`src/rtl/fifo_downsizer_pkg.sv`:
```
// Shared types and helpers for the FIFO-to-narrow-stream downsizer.
package fifo_downsizer_pkg;

  typedef enum logic {
    IDLE = 1'b0,
    SEND = 1'b1
  } state_t;

  // Chunk index width; a single-chunk word still needs a 1-bit index.
  function automatic int idx_width(input int ratio);
    return (ratio > 1) ? $clog2(ratio) : 1;
  endfunction

endpackage

```
`src/rtl/fifo_downsizer.sv`:
```
// Pops wide FIFO words and replays them as RATIO narrow chunks on a valid/ready stream.
// Define FIFO_DOWNSIZER_MSB_FIRST_EN to emit the most-significant chunk first.
module fifo_downsizer
  import fifo_downsizer_pkg::*;
#(
  parameter int DATA_WIDTH = 32,
  parameter int OUT_WIDTH  = 8
) (
  input  logic                  clk,
  input  logic                  rst,
  input  logic                  fifo_empty,
  input  logic [DATA_WIDTH-1:0] fifo_data,
  output logic                  fifo_drop,
  output logic [OUT_WIDTH-1:0]  chunk_o,
  output logic                  chunk_valid,
  input  logic                  chunk_ready,
  output logic                  chunk_last,
  output logic                  busy
);

  localparam int RATIO = DATA_WIDTH / OUT_WIDTH;
  localparam int IW    = idx_width(RATIO);
  localparam logic [IW-1:0] IDX_LAST = IW'(RATIO - 1);

  if ((DATA_WIDTH % OUT_WIDTH) != 0 || OUT_WIDTH > DATA_WIDTH) begin : g_bad_ratio
    $fatal(1, "fifo_downsizer: DATA_WIDTH must be a positive multiple of OUT_WIDTH");
  end

  state_t                state_q, state_d;
  logic [DATA_WIDTH-1:0] shreg_q, shreg_d;
  logic [IW-1:0]         idx_q, idx_d;
  logic                  hs, last, load;

  assign hs   = chunk_valid & chunk_ready;
  assign last = (idx_q == IDX_LAST);
  // Reload on the final handshake too, so consecutive words leave no bubble.
  assign load = ~rst & ~fifo_empty & ((state_q == IDLE) | ((state_q == SEND) & hs & last));
  assign fifo_drop = load;

  always_ff @(posedge clk) begin
    if (rst) begin
      state_q <= IDLE;
      shreg_q <= '0;
      idx_q   <= '0;
    end else begin
      state_q <= state_d;
      shreg_q <= shreg_d;
      idx_q   <= idx_d;
    end
  end

  always_comb begin
    state_d = state_q;
    shreg_d = shreg_q;
    idx_d   = idx_q;
    case (state_q)
      IDLE: begin
        if (load) begin
          shreg_d = fifo_data;
          idx_d   = '0;
          state_d = SEND;
        end
      end
      SEND: begin
        if (hs) begin
          if (!last) begin
`ifdef FIFO_DOWNSIZER_MSB_FIRST_EN
            shreg_d = shreg_q << OUT_WIDTH;
`else
            shreg_d = shreg_q >> OUT_WIDTH;
`endif
            idx_d   = idx_q + IW'(1);
          end else if (load) begin
            shreg_d = fifo_data;
            idx_d   = '0;
          end else begin
            state_d = IDLE;
          end
        end
      end
      default: state_d = IDLE;
    endcase
  end

  always_comb begin
    chunk_valid = (state_q == SEND);
    busy        = (state_q == SEND);
    chunk_last  = (state_q == SEND) & last;
`ifdef FIFO_DOWNSIZER_MSB_FIRST_EN
    chunk_o     = shreg_q[DATA_WIDTH-1 -: OUT_WIDTH];
`else
    chunk_o     = shreg_q[OUT_WIDTH-1:0];
`endif
  end

endmodule

```
`config.mk`:
```
export PLATFORM = sky130hd
export DESIGN_NAME = fifo_downsizer
export DESIGN_NICKNAME = d
export VERILOG_FILES = /design/src/rtl/fifo_downsizer_pkg.sv /design/src/rtl/fifo_downsizer.sv
export SDC_FILE = /design/constraint.sdc
export NUM_CORES = 1
export LEC_CHECK = 0
export ABC_AREA = 1
export CAP_MARGIN = 20
export CELL_PAD_IN_SITES_DETAIL_PLACEMENT = 0
export CELL_PAD_IN_SITES_GLOBAL_PLACEMENT = 1
export CORE_MARGIN = 5
export CORE_UTILIZATION = 30
export DETAILED_ROUTE_END_ITERATION = 16
export MAX_ROUTING_LAYER = met4
export PLACE_DENSITY = 0.85
export SLEW_MARGIN = 15
export SYNTH_ARGS = -nofsm -noshare
export SYNTH_HDL_FRONTEND = slang
export SYNTH_SLANG_ARGS = --single-unit
```
`constraint.sdc`:
```
create_clock -name clk -period 1.2 [get_ports clk]
set_input_delay 0.24 -clock clk [delete_from_list [all_inputs] [get_ports clk]]
set_output_delay 0.24 -clock clk [all_outputs]
set_load 0.02 [all_outputs]
```
==> results of run 1 <==
area by class of cell:
type                       count  area (um^2)  share of cell area (%)
clock buffer                   6        82.58                   2.472
multi-input combinational    184         1266                   37.90
inverter                      54        207.7                   6.217
timing repair buffer          81        948.4                   28.39
clock inverter                 2        35.03                   1.049
tap                           75        93.84                   2.809
sequential                    35        706.9                   21.16
kinds of logic (layout without fill, tap and decap cells):
group | after synthesis | after routing | synth area share (%)
AND/OR/NAND/NOR | 148 | 148 | 34.22
adder cells (fa/ha/maj) | 1 | 1 | 0.6630
flip-flops | 35 | 35 | 37.14
buffers and inverters | 80 | 143 | 18.43
AO/OA/AOI/OAI | 35 | 35 | 9.549
worst max-delay path by stage:
stage                      startpoint  slack, ns     endpoint  depth (start not counted)
after floorplan              idx_q[0]     -0.009  shreg_q[19]                          7
after global placement    chunk_ready      -0.69    fifo_drop                          6
after detailed placement  chunk_ready      -0.69    fifo_drop                          6
after CTS                    idx_q[0]      -0.26    fifo_drop                          6
after global routing         idx_q[0]      -0.30    fifo_drop                          6
final                        idx_q[0]      -0.23    fifo_drop                          6
state kept, by name, indices dropped and copies added, names as in the netlist:
name	flops
busy	1
shreg_q	32
idx_q	2
critical path, cell delays in order (launching register included):
cell	delay, ns
dfxtp_2	0.35
ha_4	0.14
inv_2	0.04
nand2_4	0.08
nand2_4	0.06
nor2_4	0.10
buf_6	0.13
power groups by stage:
stage / sequential (mW) / combinational (mW) / clock [mW]
finish: 1.30 / 1.22 / 1.10
global route: 1.31 / 1.32 / 1.20
CTS: 1.30 / 1.05 / 1.13
detailed placement: 1.32 / 0.746 / 0
global placement: 1.32 / 0.739 / 0
floorplan: 1.32 / 0.492 / 0
routing by layer:
layer	track usage, %	wire, um	part of all wire (%)	up-vias
li1	-	-	-	1033
met5	-	0	0	-
met4	3.654	23	0.41	0
met1	18.92	2412	43	946
met2	24.85	2963	52	35
met3	3.134	247	4.4	2
placed cells by master, fill, tap and decap left out, types with 3 or more instances in the layout:
| cell type | count |
|---|---|
| inv_1 | 51 |
| nand2_1 | 50 |
| clkdlybuf4s50_1 | 35 |
| nand2_2 | 33 |
| dfxtp_1 | 32 |
| nand2_4 | 26 |
| a21oi_2 | 24 |
| nand4_1 | 23 |
| buf_4 | 13 |
| buf_6 | 12 |
| a21oi_1 | 9 |
| clkbuf_8 | 6 |
| buf_16 | 5 |
| clkbuf_2 | 4 |
| clkdlybuf4s15_1 | 4 |
| buf_12 | 4 |
| or2_0 | 3 |
| or2_4 | 3 |
repair_timing:
action / in CTS / in global routing
setup buffers: 11 / 1
endpoints found under the setup margin: 46 / 47
cloned: 7 / 1
pin swaps: 17 / 8
hold buffers: 0 / 0
resized for setup: 110 / 80
==> results.sh, run 1 <==
export IMPL_status="finished with violations"
export IMPL_violations="setup timing"
export IMPL_gp_congestion=0.7497
export IMPL_cts_root_buffer="clkbuf_8"
export IMPL_pwr_share_seq_pct=35.9
export IMPL_synthTopCellsByArea="dfxtp_1 (37%), nand2_1 (21%), inv_1 (11%)"
export IMPL_via_per_inst=4.613
export IMPL_cts_sinks=35
export IMPL_core_area_um2=6026
export IMPL_finalHoldViolations=0
export IMPL_yosysUniqueCellTypes=19
export IMPL_yosysMostFrequentCell="nand2_1"
export IMPL_rrSetupSlack_ns=-0.21
export IMPL_stdcell_area_um2=3341
export IMPL_synth_edf_count=0
export IMPL_reg2reg_to="shreg_q[13]"
export IMPL_whs_path_depth=2
export IMPL_hold_start="shreg_q[30]"
export IMPL_drcViolationCount=0
export IMPL_num_io_pins=48
export IMPL_startpoint_type="register"
export IMPL_avgSynthCellArea_um2=6.310
export IMPL_portBuffers=47
export IMPL_htree_levels=2
export IMPL_required_ns=0.96
export IMPL_p_leak_nw=1.580
export IMPL_wirelength_um=5647
export IMPL_synth_cells=299
export IMPL_die_y_um=89.31
export IMPL_syn_num_nets=336
export IMPL_die_x_um=89.31
export IMPL_dieArea_um2=7975
export IMPL_finish_utilization_pct=55.44
export IMPL_finalCriticalPeriod_ns=1.428
export IMPL_powerDensity_nw_per_um2=1083
export IMPL_tightest_slew_ns=0.3749
export IMPL_grt_pass1_vias=1878
export IMPL_clkPwrFrac_pct=30.5
export IMPL_maxSlewHeadroom_pct=75.01
export IMPL_finalCritPeriodShare_pct=119.0
export IMPL_hold_ws_ns=0.4661
export IMPL_cp_max_fo=3
export IMPL_min_path_type="register to register"
export IMPL_row_count=28
export IMPL_ys_seq_area_share_pct=37.14
export IMPL_vias=2016
export IMPL_layout_setup_ws_ns=-0.2278
export IMPL_area_delta_synth_final_pct=77.06
export IMPL_setup_viol=36
export IMPL_drv_cap=0
export IMPL_drt_iter0_drc=119
export IMPL_fmax_mhz=700.4
export IMPL_initial_core_util_pct=31.31
export IMPL_crit_type="register to primary output"
export IMPL_firstDrtPassIters=4
export IMPL_async_flop_share_pct=0
export IMPL_grt_max_degree=26
export IMPL_fin_tns_setup_ns=-6.087
export IMPL_hold_end="shreg_q[30]"
export IMPL_final_cells=437
export IMPL_ys_warnings_count=0
export IMPL_drtAntennaViolNets=0
export IMPL_cts_tree="built"
export IMPL_synth_seq_cells=35
export IMPL_finClkSkew_ns=0.007614
export IMPL_p_int_mw=2.532
export IMPL_rsz0062_at_grt="true"
export IMPL_end_kind="primary output"
export IMPL_place_area_um2=2475
export IMPL_p_sw_share_pct=30.01
export IMPL_syn_area_um2=1887
export IMPL_p_switching_mw=1.086
export IMPL_fill_cells=560
export IMPL_cts_buffers=5
export IMPL_layout_drive_gt1_share_pct=41.44
export IMPL_peakVddDrop_v=0.0005820
export IMPL_antenna_found_initial=0
export IMPL_synth_largest_area_cell="dfxtp_1"
export IMPL_dominantRegCellSynth="dfxtp_1"
export IMPL_track_usage_pct=15.10
export IMPL_synth_commonest_cells="nand2_1 (108), inv_1 (53), dfxtp_1 (35)"
export IMPL_num_nets_final=398
export IMPL_p_comb_share_pct=33.6
export IMPL_grt_ovfl_total=0
export IMPL_grt_pass1_wl_um=9004
export IMPL_rr_startpoint="idx_q[0]"
export IMPL_clkTransAtPathRegs_ns=0.07
export IMPL_report_power_total_mw=3.618
export IMPL_synth_top_area_share_pct=37.14
export IMPL_dp_slack_ns=-0.6935
export IMPL_worstPathArrival_ns=1.19
export IMPL_cts_buffer_depth=2
export IMPL_placed_cells=410
export IMPL_wl_per_cell_um=12.92
export IMPL_clk_latency_ns=0.28
export IMPL_maxSlewViolCount=0
export IMPL_reg2regPathDepth=10
export IMPL_dp_final_hpwl_um=3175
export IMPL_diodes=0
Note: power is estimated with default switching activity, not from simulation.
==> inputs of run 2 (changes only) <==
- CELL_PAD_IN_SITES_DETAIL_PLACEMENT: 0 -> not set
- CELL_PAD_IN_SITES_GLOBAL_PLACEMENT: 1 -> not set
- CORE_UTILIZATION: 30 -> 44
==> results.sh, run 2 (synthesized netlist as in run 1, its figures left out) <==
export IMPL_die_y_um=75.49
export IMPL_startpoint_type="register"
export IMPL_final_cells=413
export IMPL_drcViolationCount=0
export IMPL_placed_cells=387
export IMPL_cp_max_fo=6
export IMPL_fill_cells=247
export IMPL_finalCritPeriodShare_pct=127.4
export IMPL_end_kind="register"
export IMPL_finalHoldViolations=0
export IMPL_reg2regPathDepth=10
export IMPL_dp_final_hpwl_um=3111
export IMPL_final_cell_mix="inv_1 (50), nand2_1 (47), nand2_2 (40), clkdlybuf4s50_1 (34), dfxtp_1 (32)"
export IMPL_peakVddDrop_v=0.0009317
export IMPL_htree_levels=2
export IMPL_dieArea_um2=5698
export IMPL_dp_slack_ns=-0.6788
export IMPL_cts_buffers=5
export IMPL_die_x_um=75.49
export IMPL_status="finished with violations"
export IMPL_fin_tns_setup_ns=-8.378
export IMPL_antenna_found_initial=0
export IMPL_rsz0062_at_grt="true"
export IMPL_clkTransAtPathRegs_ns=0.07
export IMPL_grt_pass1_vias=2092
export IMPL_worstPathArrival_ns=1.75
export IMPL_cts_sinks=35
export IMPL_cts_buffer_depth=2
export IMPL_diodes=0
export IMPL_setup_viol=38
export IMPL_num_io_pins=48
export IMPL_num_nets_final=399
export IMPL_core_area_um2=4086
export IMPL_finalCriticalPeriod_ns=1.529
export IMPL_firstDrtPassIters=5
export IMPL_grt_max_degree=26
export IMPL_largest_reg_flops=32
export IMPL_required_ns=1.42
export IMPL_layout_setup_ws_ns=-0.3294
export IMPL_cts_tree="built"
export IMPL_min_path_type="register to register"
export IMPL_cts_root_buffer="clkbuf_8"
export IMPL_drt_iter0_drc=301
export IMPL_area_delta_synth_final_pct=72.28
export IMPL_gp_congestion=0.8673
export IMPL_finClkSkew_ns=0.008436
export IMPL_row_count=23
export IMPL_drtAntennaViolNets=0
export IMPL_holdBufCountCts=0
export IMPL_via_per_inst=5.571
export IMPL_registers_top_by_ff_count="shreg_q"
export IMPL_layout_commonest_cell="inv_1"
export IMPL_track_usage_pct=23.77
export IMPL_portBuffers=47
export IMPL_clk_latency_ns=0.30
export IMPL_vias=2301
export IMPL_maxSlewViolCount=0
export IMPL_layout_drive_gt1_share_pct=42.98
export IMPL_wirelength_um=7597
export IMPL_grt_pass1_wl_um=9846
export IMPL_drv_cap=0
export IMPL_fmax_mhz=653.9
export IMPL_p_leak_nw=1.528
export IMPL_initial_core_util_pct=46.17
export IMPL_wl_per_cell_um=18.39
export IMPL_whs_path_depth=2
export IMPL_tightest_slew_ns=0.3722
export IMPL_grt_ovfl_total=0
export IMPL_powerDensity_nw_per_um2=1059
export IMPL_violations="setup timing"
export IMPL_crit_type="register to register"
export IMPL_maxSlewHeadroom_pct=75.19
## run 2: changes by cell type in the layout (fill, tap and decap cells not counted), moves of 2 or more
| cell | change |
|---|---|
| nand2_2 | +7 |
| a21oi_1 | -4 |
| a21oi_2 | +4 |
| buf_4 | +4 |
| nand2_4 | -4 |
| nand2_1 | -3 |
| clkbuf_1 | +2 |
| nor2_2 | -2 |
## run 2: through the flow
step / util [%] / total power [mW] / instance area, um^2 / hold slack, ns
2_1_floorplan: - / 1.810 / 1946 / 0.3821
3_3_place_gp: 59.86 / 2.041 / 2446 / 0.4499
3_5_place_dp: 59.86 / 2.062 / 2446 / 0.4511
4_1_cts: 72.93 / 3.141 / 2980 / 0.4622
5_1_grt: 79.55 / 3.574 / 3251 / 0.4973
6_report: 79.55 / 3.443 / 3251 / 0.4735
## run 2: final timing paths
check / startpoint / slack (ns) / to
worst max-delay path: idx_q[1] / -0.33 / shreg_q[12]
worst min-delay path: shreg_q[26] / 0.47 / shreg_q[26]
worst max register to register: idx_q[1] / -0.33 / shreg_q[12]
worst min register to register: shreg_q[26] / 0.47 / shreg_q[26]
## run 2: report_power, final
part,internal [mW],switching [mW],total [mW]
registers,1.26,0.0525,1.31
logic,0.589,0.695,1.28
clock network,0.407,0.442,0.849
## run 2: area by class of cell
class                           instances  area, um^2  area share, %
Multi-Input combinational cell        184        1274          39.18
Tap cell                               50       62.56          1.925
Sequential cell                        35       709.4          21.82
Clock buffer                            7       76.32          2.348
Inverter                               54       210.2          6.467
Timing Repair Buffer                   82       913.4          28.10
Clock inverter                          1       5.005         0.1540
## run 2: layer usage
layer / wire, um / global-route usage (%) / vias to the layer above
li1: - / - / 1035
met1: 2787 / 26.55 / 1076
met2: 3780 / 40.84 / 137
met3: 563 / 5.541 / 53
met4: 465 / 9.320 / 0
met5: 0 / - / -
## run 2: worst max-delay path, cell delays in order, from the launching register on
cell and delay [ns]:
dfxtp_4 0.36, ha_4 0.15, inv_2 0.06, nand2_4 0.07
buf_12 0.15, nand2_8 0.08, nand2_8 0.11, buf_16 0.18
nand2_4 0.06, nand2_2 0.06, a21oi_2 0.16
## run 2: what timing repair did
action,in CTS,in global routing
resized for setup,102,94
setup endpoints to repair,46,47
hold endpoints to repair,0,0
setup buffers,8,5
gates cloned,8,0
pin swaps,17,15
